==> config.mk <==
export PLATFORM = sky130hd
export DESIGN_NAME = address_decoder_ws
export DESIGN_NICKNAME = d
export VERILOG_FILES = /design/src/rtl/address_decoder_ws.sv
export SDC_FILE = /design/constraint.sdc
export NUM_CORES = 1
export LEC_CHECK = 0
export CAP_MARGIN = 10
export CORE_MARGIN = 8
export CORE_UTILIZATION = 30
export CTS_CLUSTER_SIZE = 10
export DETAILED_ROUTE_END_ITERATION = 16
export DONT_BUFFER_PORTS = 1
export HOLD_SLACK_MARGIN = 0.15
export PLACE_DENSITY = 0.53
export SYNTH_ARGS = -nofsm -noshare
export SYNTH_HDL_FRONTEND = slang
export SYNTH_SLANG_ARGS = --single-unit
export TNS_END_PERCENT = 30
==> constraint.sdc <==
create_clock -name clk_i -period 1.54 [get_ports clk_i]
set_clock_uncertainty 0.05 [all_clocks]
set_input_delay 0.231 -clock clk_i [delete_from_list [all_inputs] [get_ports clk_i]]
set_output_delay 0.231 -clock clk_i [all_outputs]
set_load 0.02 [all_outputs]
==> src/rtl/address_decoder_ws.sv <==
// Registered CPU address decoder: maps the address onto base/limit windows,
// stalls the CPU per-region through rdy_o, and latches the first unmapped access.
module address_decoder_ws #(
   parameter int ADDR_W      = 16,
   parameter int NUM_REGIONS = 8,
   parameter int WS_W        = 4,
   parameter logic [NUM_REGIONS*ADDR_W-1:0] REGION_BASE =
      {16'hffff, 16'hfffa, 16'h8000, 16'h7000, 16'h5000, 16'h4000, 16'h4000, 16'h0000},
   parameter logic [NUM_REGIONS*ADDR_W-1:0] REGION_LIMIT =
      {16'h0000, 16'hffff, 16'hfff9, 16'h7003, 16'h6fff, 16'h4fff, 16'h41ff, 16'h3fff},
   parameter logic [NUM_REGIONS*WS_W-1:0] REGION_WAIT =
      {4'd0, 4'd0, 4'd0, 4'd0, 4'd2, 4'd1, 4'd1, 4'd0},
   localparam int IDX_W = (NUM_REGIONS > 1) ? $clog2(NUM_REGIONS) : 1
) (
   input  logic                   clk_i,
   input  logic                   rst_i,
   input  logic [ADDR_W-1:0]      cpu_address_i,
   input  logic                   cpu_valid_i,
   input  logic                   clr_unmapped_i,
   output logic [NUM_REGIONS-1:0] SELECT_o,
   output logic [IDX_W-1:0]       region_o,
   output logic                   rdy_o,
   output logic                   unmapped_o,
   output logic [ADDR_W-1:0]      unmapped_address_o
);

   localparam logic [0:0] ST_IDLE = 1'b0;
   localparam logic [0:0] ST_WAIT = 1'b1;

   logic [NUM_REGIONS-1:0] hit;

   // A window with base above limit never hits, which is how regions are disabled.
   generate
      for (genvar gi = 0; gi < NUM_REGIONS; gi++) begin : g_match
         logic [ADDR_W-1:0] base_c;
         logic [ADDR_W-1:0] limit_c;
         assign base_c  = REGION_BASE[gi*ADDR_W +: ADDR_W];
         assign limit_c = REGION_LIMIT[gi*ADDR_W +: ADDR_W];
         assign hit[gi] = (base_c <= limit_c) &&
                          (cpu_address_i >= base_c) &&
                          (cpu_address_i <= limit_c);
      end
   endgenerate

   logic             hit_any;
   logic [IDX_W-1:0] hit_idx;
   logic [WS_W-1:0]  hit_wait;

   // Scan high-to-low so the lowest hitting index is the one left standing.
   always_comb begin
      hit_any  = 1'b0;
      hit_idx  = '0;
      hit_wait = '0;
      for (int i = NUM_REGIONS - 1; i >= 0; i--) begin
         if (hit[i]) begin
            hit_any  = 1'b1;
            hit_idx  = IDX_W'(i);
            hit_wait = REGION_WAIT[i*WS_W +: WS_W];
         end
      end
   end

   logic [0:0]             state_q, state_d;
   logic [WS_W-1:0]        cnt_q, cnt_d;
   logic [NUM_REGIONS-1:0] sel_q, sel_d;
   logic [IDX_W-1:0]       region_q, region_d;
   logic                   rdy_q, rdy_d;
   logic                   unmapped_q, unmapped_d;
   logic [ADDR_W-1:0]      uaddr_q, uaddr_d;

   always_comb begin
      state_d    = state_q;
      cnt_d      = cnt_q;
      sel_d      = sel_q;
      region_d   = region_q;
      rdy_d      = rdy_q;
      unmapped_d = unmapped_q;
      uaddr_d    = uaddr_q;

      if (clr_unmapped_i) begin
         unmapped_d = 1'b0;
      end

      case (state_q)
         ST_IDLE: begin
            sel_d = '0;
            if (cpu_valid_i) begin
               if (hit_any) begin
                  sel_d[hit_idx] = 1'b1;
                  region_d       = hit_idx;
                  if (hit_wait != '0) begin
                     rdy_d   = 1'b0;
                     cnt_d   = hit_wait - 1'b1;
                     state_d = ST_WAIT;
                  end
               end else if (!unmapped_q || clr_unmapped_i) begin
                  // A fresh unmapped access beats a simultaneous clear.
                  unmapped_d = 1'b1;
                  uaddr_d    = cpu_address_i;
               end
            end
         end
         default: begin
            if (cnt_q == '0) begin
               rdy_d   = 1'b1;
               state_d = ST_IDLE;
            end else begin
               cnt_d = cnt_q - 1'b1;
            end
         end
      endcase
   end

   always_ff @(posedge clk_i) begin
      if (rst_i) begin
         state_q    <= ST_IDLE;
         cnt_q      <= '0;
         sel_q      <= '0;
         region_q   <= '0;
         rdy_q      <= 1'b1;
         unmapped_q <= 1'b0;
         uaddr_q    <= '0;
      end else begin
         state_q    <= state_d;
         cnt_q      <= cnt_d;
         sel_q      <= sel_d;
         region_q   <= region_d;
         rdy_q      <= rdy_d;
         unmapped_q <= unmapped_d;
         uaddr_q    <= uaddr_d;
      end
   end

   assign SELECT_o           = sel_q;
   assign region_o           = region_q;
   assign rdy_o              = rdy_q;
   assign unmapped_o         = unmapped_q;
   assign unmapped_address_o = uaddr_q;

endmodule
==> results of run 1 <==
[cell families after synthesis]
family	after synthesis
fa+ha+maj	1
compound gates	59
xor+xnor	1
buf+inv	14
simple gates	67
mux	2
flops	34
[per-layer routing]
layer	track usage, %	part of all wire, %
met5	0	0
met4	5.634	2.0
met3	5.860	9.9
met2	18.32	48
met1	14.08	40
[worst min path at each step]
stage               depth (start not counted)  slack (ps)                            endpoint
finish                                      2         160            region_o[2]$_SDFFE_PP0P_
global route                                2         150            SELECT_o[6]$_SDFFE_PP0N_
CTS                                         2         150            region_o[1]$_SDFFE_PP0P_
detailed placement                          1         260            region_o[2]$_SDFFE_PP0P_
global placement                            1         260  unmapped_address_o[5]$_SDFFE_PP0P_
floorplan                                   1         290            region_o[1]$_SDFFE_PP0P_
[sequential cells by signal, summed over array words and instances, names as in the netlist]
name / flops
unmapped_address_o: 16
SELECT_o: 8
cnt_q: 4
region_o: 3
rdy_o: 1
state_q: 1
unmapped_o: 1
[placed cells by master (no fill, tap or decap), drive strengths merged, types with 2 or more instances in the layout]
cell type / netlist / routed
nor2b: 3 / 3
a22o: 2 / 2
nor4: 6 / 6
o41ai: 2 / 2
nor2: 9 / 9
or4: 3 / 3
inv: 2 / 2
o31ai: 2 / 2
nand3: 15 / 15
clkbuf: 6 / 7
o22ai: 2 / 2
or3: 4 / 5
a21oi: 21 / 21
a31oi: 2 / 2
nand4: 2 / 2
and2: 2 / 2
nand2b: 3 / 3
o211ai: 3 / 3
nand2: 7 / 7
o21ai: 16 / 16
nor3: 10 / 10
dfxtp: 34 / 34
mux2i: 2 / 2
buf: 6 / 14
dlygate4sd3: 0 / 14
[final cells by class]
type,instances,area (µm²),area share (%)
multi-input cells,131,818.3,41.92
flip-flops and latches,34,680.7,34.87
repair buffers,29,270.3,13.85
clock buffers,7,86.33,4.423
well taps,67,83.83,4.295
inverters,2,7.507,0.3846
clock inverters,1,5.005,0.2564
[stage by stage]
step	TNS (ps)	hold WS, ps	setup slack (ps)
2_1_floorplan	-2.868	285.3	-2.868
3_3_place_gp	-353.6	257.4	-62.63
3_5_place_dp	-641.6	259.0	-108.8
4_1_cts	0	152.3	20.14
5_1_grt	0	152.9	10.92
6_report	0	161.2	132.0
[power by group through the flow]
| stage | Clock, W | Combinational [W] | Sequential (W) |
|---|---|---|---|
| floorplan | 0 | 0.000106 | 0.000951 |
| detailed placement | 0 | 0.000118 | 0.000957 |
| finish | 0.000674 | 0.000177 | 0.000937 |
| global placement | 0 | 0.000115 | 0.000956 |
| global route | 0.000738 | 0.000193 | 0.000940 |
| CTS | 0.000698 | 0.000171 | 0.000936 |
[cells in the mapped netlist (3+ instances only)]
cell type and count:
nand2b_1 3, buf_2 4, nand2_1 7, or4_1 3, o211ai_1 3, nor2b_1 3, o21ai_0 15, nor4_1 6
nor3_1 9, clkbuf_1 6, nand3_1 15, dfxtp_1 34, or3_1 4, a21oi_1 21, nor2_1 9
[timing repair]
item                       CTS  global route
resized for setup            0             7
hold buffers                16             0
setup buffers                0             0
hold endpoints to repair    34             0
setup endpoints to repair    0            17
==> results by group, run 1 <==
Critical path
  • Setup crit end: unmapped_address_o[10]$_SDFFE_PP0P_
  • Critical path launch point: state_q$_SDFF_PP0_
  • FF-to-FF End: unmapped_address_o[10]$_SDFFE_PP0P_
  • Critical path data required time: approximately 1700 ps
  • Largest stage delay, worst path: 450 ps
  • Worst reg2reg path depth: 4
  • Slack of the worst reg-to-reg path: 130 ps
  • CP max-delay cell: or3_4
  • Stages on worst setup path: 4
  • CP Max Fanout: 8
  • Worst flop-to-flop path startpoint: state_q$_SDFF_PP0_
  • Critical path arrival: ~1500 ps
  • Setup crit end kind: flip-flop
  • CP delay by family, top: simple AND/OR/NAND/NOR gates
  • CP Buf/Inv Count: 0
  • CP startpoint kind: flip-flop
  • Worst path cell trace: nand2b_4 -> or3_4 -> o21ai_0 -> a21oi_1
  • Crit path kind: reg2reg

Detailed routing
  • Routed vias/inst: 5.435
  • Routed WL: 4757 µm
  • Antenna-violating nets left: 0
  • Initial DRC Count: 84
  • Pre-antenna DRT Iters: 4
  • Wirelength per Cell: 17.55 µm
  • Via count: 1473
  • DRC viols: 0

Final layout
  • Area growth syn-to-layout: 29.78%
  • Fillers: 483
  • Diodes inserted: 0
  • Layout Utilization: between 40% and 50%
  • Post-route cell area: between 1500 and 2000 µm²
  • Final-stage net count: 224
  • Final Non-Filler Cells: 271
  • Layout cells sized above 1: between 10% and 20%

Synthesis
  • Synthesized cell area: about 1500 µm²
  • EDFF count, synth: 0
  • Compound-Gate Fraction of Synth Area: between 20% and 30%
  • Yosys warns: 0
  • Post-Syn Nets: just under 200
  • Synth top area share: 45.26%
  • Yosys cell types: a little over 40
  • Mapped Avg Cell Area: 8.449 µm²
  • Most area-hungry cell type in the Yosys netlist: dfxtp_1
  • Xor and xnor area share after synthesis: 0.5824%
  • Seq cells post-synth: 34
  • Post-synthesis sequential area ratio: 45.26%
  • Prevailing post-synth register cell: dfxtp_1
  • Synth top area cells: dfxtp_1 45%, a21oi_1 7.0%, nand3_1 5.0%
  • Post-synthesis simple-gate area fraction: 24.13%
  • Adder-cell share of the synthesized area: 0.8319%
  • Largest family of logic cells by synthesized area: simple AND/OR/NAND/NOR gates
  • Mux contribution to synthesized area: 1.331%
  • Post-synthesis cell count: ~180
  • Async SR Flop Fraction: 0%

Timing
  • Fmax: 0.7102 GHz
  • Fin. max-slew vios: 0
  • # setup viols final: 0
  • Final hold vios: 0
  • RSZ-0062 raised after global routing: false
  • Tmin final: approximately 1400 ps
  • Slew HR: 67.11%
  • Worst-Margin Slew: roughly 490 ps
  • Post-route clock period utilization: roughly nine tenths

Place
  • Port buffer count: 0
  • DP Area: 1652 µm²
  • DP Wirelength: around 3300 µm
  • Placer Congestion: about 0.76
  • Placed cells: approximately 250

GRT
  • Largest net degree at the start of global routing: 33
  • Vias in the first global route: 1399
  • Global-route wire length before repair: 7155 µm
  • Grt total ovfl: 0
  • Initial antenna violation count: 0
  • GR Util All Layers: 12.14%

Pwr
  • Switching share of power: 24.36%
  • Comb power frac: 9.9%
  • Peak VDD IR: 0.3849 mV
  • Cell-internal power: 0.001352 W
  • LEAKAGE: 0.6546 nW
  • Reg power frac: 52.4%
  • Clock power frac: between 30% and 40%
  • P per Cell Area: 916.1 nW/µm²
  • Total power: 0.001788 W
  • Psw: around 0.00044 W

Outcome
  • Outcome: finished clean

Die
  • Core Rows: 25
  • Die width: 86.81 µm
  • Die Span Y: a little under 90 µm
  • Core ar.: about 4800 µm²
  • Die ar.: about 7500 µm²
  • Starting Density: 31.42%
  • Num ports: 49

Min path
  • HP Start: rst_i
  • HP Class: in2reg

Clock network
  • Clock sink count: 34
  • CTS tree: yes
  • H-tree depth: 2
  • Reg clk slew, reported paths: 70 ps
  • Clock Root Buffer: clkbuf_8
  • Clock buffer count from CTS: 5
  • Clock tree buffer depth: 2
  • Skew-Pair Late Insertion Delay: 280 ps

Job
  • Max Cap Viol: 0
Note: power is estimated with default switching activity, not from simulation.
==> run 2, diff against run 1 <==
==> constraint.sdc (replaced) <==
create_clock -name clk_i -period 1.54 [get_ports clk_i]
set_clock_uncertainty 0.05 [all_clocks]
set_input_delay 0.077 -clock clk_i [delete_from_list [all_inputs] [get_ports clk_i]]
set_output_delay 0.077 -clock clk_i [all_outputs]
set_load 0.02 [all_outputs]
==> results by group, run 2 (same netlist as run 1, synthesis figures left out) <==
Final layout
  • Fillers: 493 (+2.1%)
  • Final Non-Filler Cells: 279 (+3.0%)
  • Final-stage net count: 233 (+4.0%)
  • Most frequent cells in the layout: 34 x dfxtp_1, 26 x dlygate4sd3_1, 21 x a21oi_1
  • Commonest non-fill, non-tap cell in the layout: dfxtp_1
  • Diodes inserted: 0 (unchanged)
  • Layout cells sized above 1: 11.32% (-3.4 points)
  • Max reg flops: 16 (unchanged)
  • Post-route cell area: 2021 µm² (+3.5%)
  • Area growth syn-to-layout: 34.36%

Pwr
  • Switching share of power: 25.03% (+0.67 points)
  • LEAKAGE: 0.6709 nW (+2.5%)
  • Comb power frac: 11.2% (+1.3 points)
  • Psw: 0.0004388 W (+0.74%)
  • Clock power frac: 35.3% (-2.4 points)
  • Cell-internal power: 0.001315 W (-2.8%)
  • P per Cell Area: 867.7 nW/µm² (-5.3%)
  • Reg power frac: 53.5% (+1.1 points)
  • Peak VDD IR: 0.5009 mV (+30%)

Place
  • Pre-CTS setup slack: -10.13 ps (+98.72 ps)
  • DP Wirelength: 3458 µm (+5.0%)
  • Placed cells: 244 (-0.81%)
  • DP Area: 1620 µm² (-1.9%)
  • Port buffer count: 0 (unchanged)
  • Placer Congestion: 0.7901 (+3.6%)

Timing
  • Fmax: 0.6764 GHz (-4.8%)
  • RSZ-0062 raised after global routing: true
  • Hold WS: 162.4 ps (+1.141 ps)
  • Fin. max-slew vios: 0 (unchanged)
  • Final worst setup slack: 61.48 ps (-70.50 ps)
  • Tmin final: 1479 ps (+70.50 ps)
  • Post-route clock period utilization: 96.01% (+4.6 points)
  • Slew HR: 68.63% (+1.5 points)
  • # setup viols final: 0 (unchanged)
  • Final hold vios: 0 (unchanged)
  • Worst-Margin Slew: 468.3 ps (-20.82 ps)

Clock network
  • Clock tree buffer depth: 2 (unchanged)
  • Reg clk slew, reported paths: 70 ps (about the same)
  • Post-CTS setup buffers: 0 (unchanged)
  • Skew-Pair Late Insertion Delay: 280 ps (about the same)
  • Clock buffer count from CTS: 5 (unchanged)
  • CTS tree: yes
  • H-tree depth: 2 (unchanged)
  • Clock Root Buffer: clkbuf_8
  • Clock sink count: 34 (unchanged)

Critical path
  • Critical path data required time: 1700 ps (+40 ps)
  • Critical path launch point: state_q$_SDFF_PP0_
  • Critical path arrival: 1640 ps (+110 ps)
  • Worst flop-to-flop path startpoint: state_q$_SDFF_PP0_
  • CP max-delay cell: dfxtp_1
  • CP delay by family, top: simple AND/OR/NAND/NOR gates
  • CP startpoint kind: flip-flop
  • Largest stage delay, worst path: 310 ps (-140 ps)
  • Slack of the worst reg-to-reg path: 60 ps (-70 ps)
  • CP Buf/Inv Count: 2 (+2)
  • Crit path kind: reg2reg
  • CP Max Fanout: 13 (+5)
  • Worst path cell trace: nand2b_1 -> buf_4 -> nor3_4 -> buf_2 -> nand3_1 -> a21oi_1
  • Setup crit end kind: flip-flop

GRT
  • GR Util All Layers: 13.28% (+1.1 points)
  • Initial antenna violation count: 0 (unchanged)
  • Grt total ovfl: 0 (unchanged)
  • Vias in the first global route: 1538 (+9.9%)
  • Global-route wire length before repair: 7838 µm (+9.5%)
  • Busiest layer in global routing: met2
  • M3 GR Usage: 7.561% (+1.7 points)
  • Met2 Use GR: 20.47% (+2.2 points)
  • Largest net degree at the start of global routing: 34 (+3.0%)
  • Met1 GRT Util: 14.91% (+0.83 points)

Min path
  • HP Class: in2reg
  • HP Start: cpu_address_i[12]

Die
  • Starting Density: 31.42% (unchanged)
  • Die ar.: 7535 µm² (unchanged)
  • Num ports: 49 (unchanged)
  • Die Span Y: 86.81 µm (unchanged)
  • Die width: 86.81 µm (unchanged)
  • Core ar.: 4786 µm² (unchanged)
  • Core Rows: 25 (unchanged)

Job
  • Max Cap Viol: 0 (unchanged)

Detailed routing
  • Routed vias/inst: 5.462 (+0.50%)
  • Pre-antenna DRT Iters: 4 (unchanged)
  • Antenna-violating nets left: 0 (unchanged)
  • Routed WL: 5082 µm (+6.8%)
  • Via count: 1524 (+3.5%)
  • Wirelength per Cell: 18.22 µm (+3.8%)
  • DRC viols: 0 (unchanged)
  • Initial DRC Count: 95 (+13%)

Outcome
  • Outcome: finished clean
[run 2: worst paths after layout]
check                                       endpoint  cells past startpoint
setup / recovery  unmapped_address_o[8]$_SDFFE_PP0P_                      6
hold / removal              SELECT_o[4]$_SDFFE_PP0N_                      3
setup reg to reg  unmapped_address_o[8]$_SDFFE_PP0P_                      6
hold reg to reg                cnt_q[3]$_SDFFE_PP0P_                      2
[run 2: layout make-up]
class | instances | area [µm²] | share of cell area (%)
tap | 67 | 83.83 | 4.149
timing repair buffer | 39 | 371.6 | 18.39
multi-input combinational | 130 | 800.8 | 39.63
inverter | 2 | 7.507 | 0.3715
clock buffer | 7 | 76.32 | 3.777
sequential | 34 | 680.7 | 33.68
[run 2: repair_timing]
action | CTS | global route
resized for setup | 0 | 9
endpoints found under the setup margin | 0 | 16
endpoints found under the hold margin | 34 | 9
hold buffers | 15 | 12
[run 2: layer usage]
layer  wire length [µm]  part of all wire [%]
met2               2381                    47
met3                626                    12
met5                  0                     0
met4                 29                  0.57
met1               2044                    40
[run 2: stage by stage]
stage / power, W / util [%] / TNS (ps)
global placement: 0.001065 / 33.86 / 0
global route: 0.001831 / 42.22 / -22.93
finish: 0.001753 / 42.22 / 0
detailed placement: 0.001069 / 33.86 / -10.13
CTS: 0.001726 / 38.80 / 0
floorplan: 0.001053 / - / 0
[run 2: tightest hold or removal path: stages]
cell and delay, ps:
or3_1 120, a311o_1 170, o22ai_1 70
[run 2: power by group through the flow]
stage / Combinational (W) / Clock, W / Sequential [W]
3_3_place_gp: 0.000108 / 0 / 0.000956
3_5_place_dp: 0.000112 / 0 / 0.000958
2_1_floorplan: 0.000102 / 0 / 0.000951
5_1_grt: 0.000216 / 0.000674 / 0.000941
6_report: 0.000196 / 0.000619 / 0.000938
4_1_cts: 0.000164 / 0.000624 / 0.000938
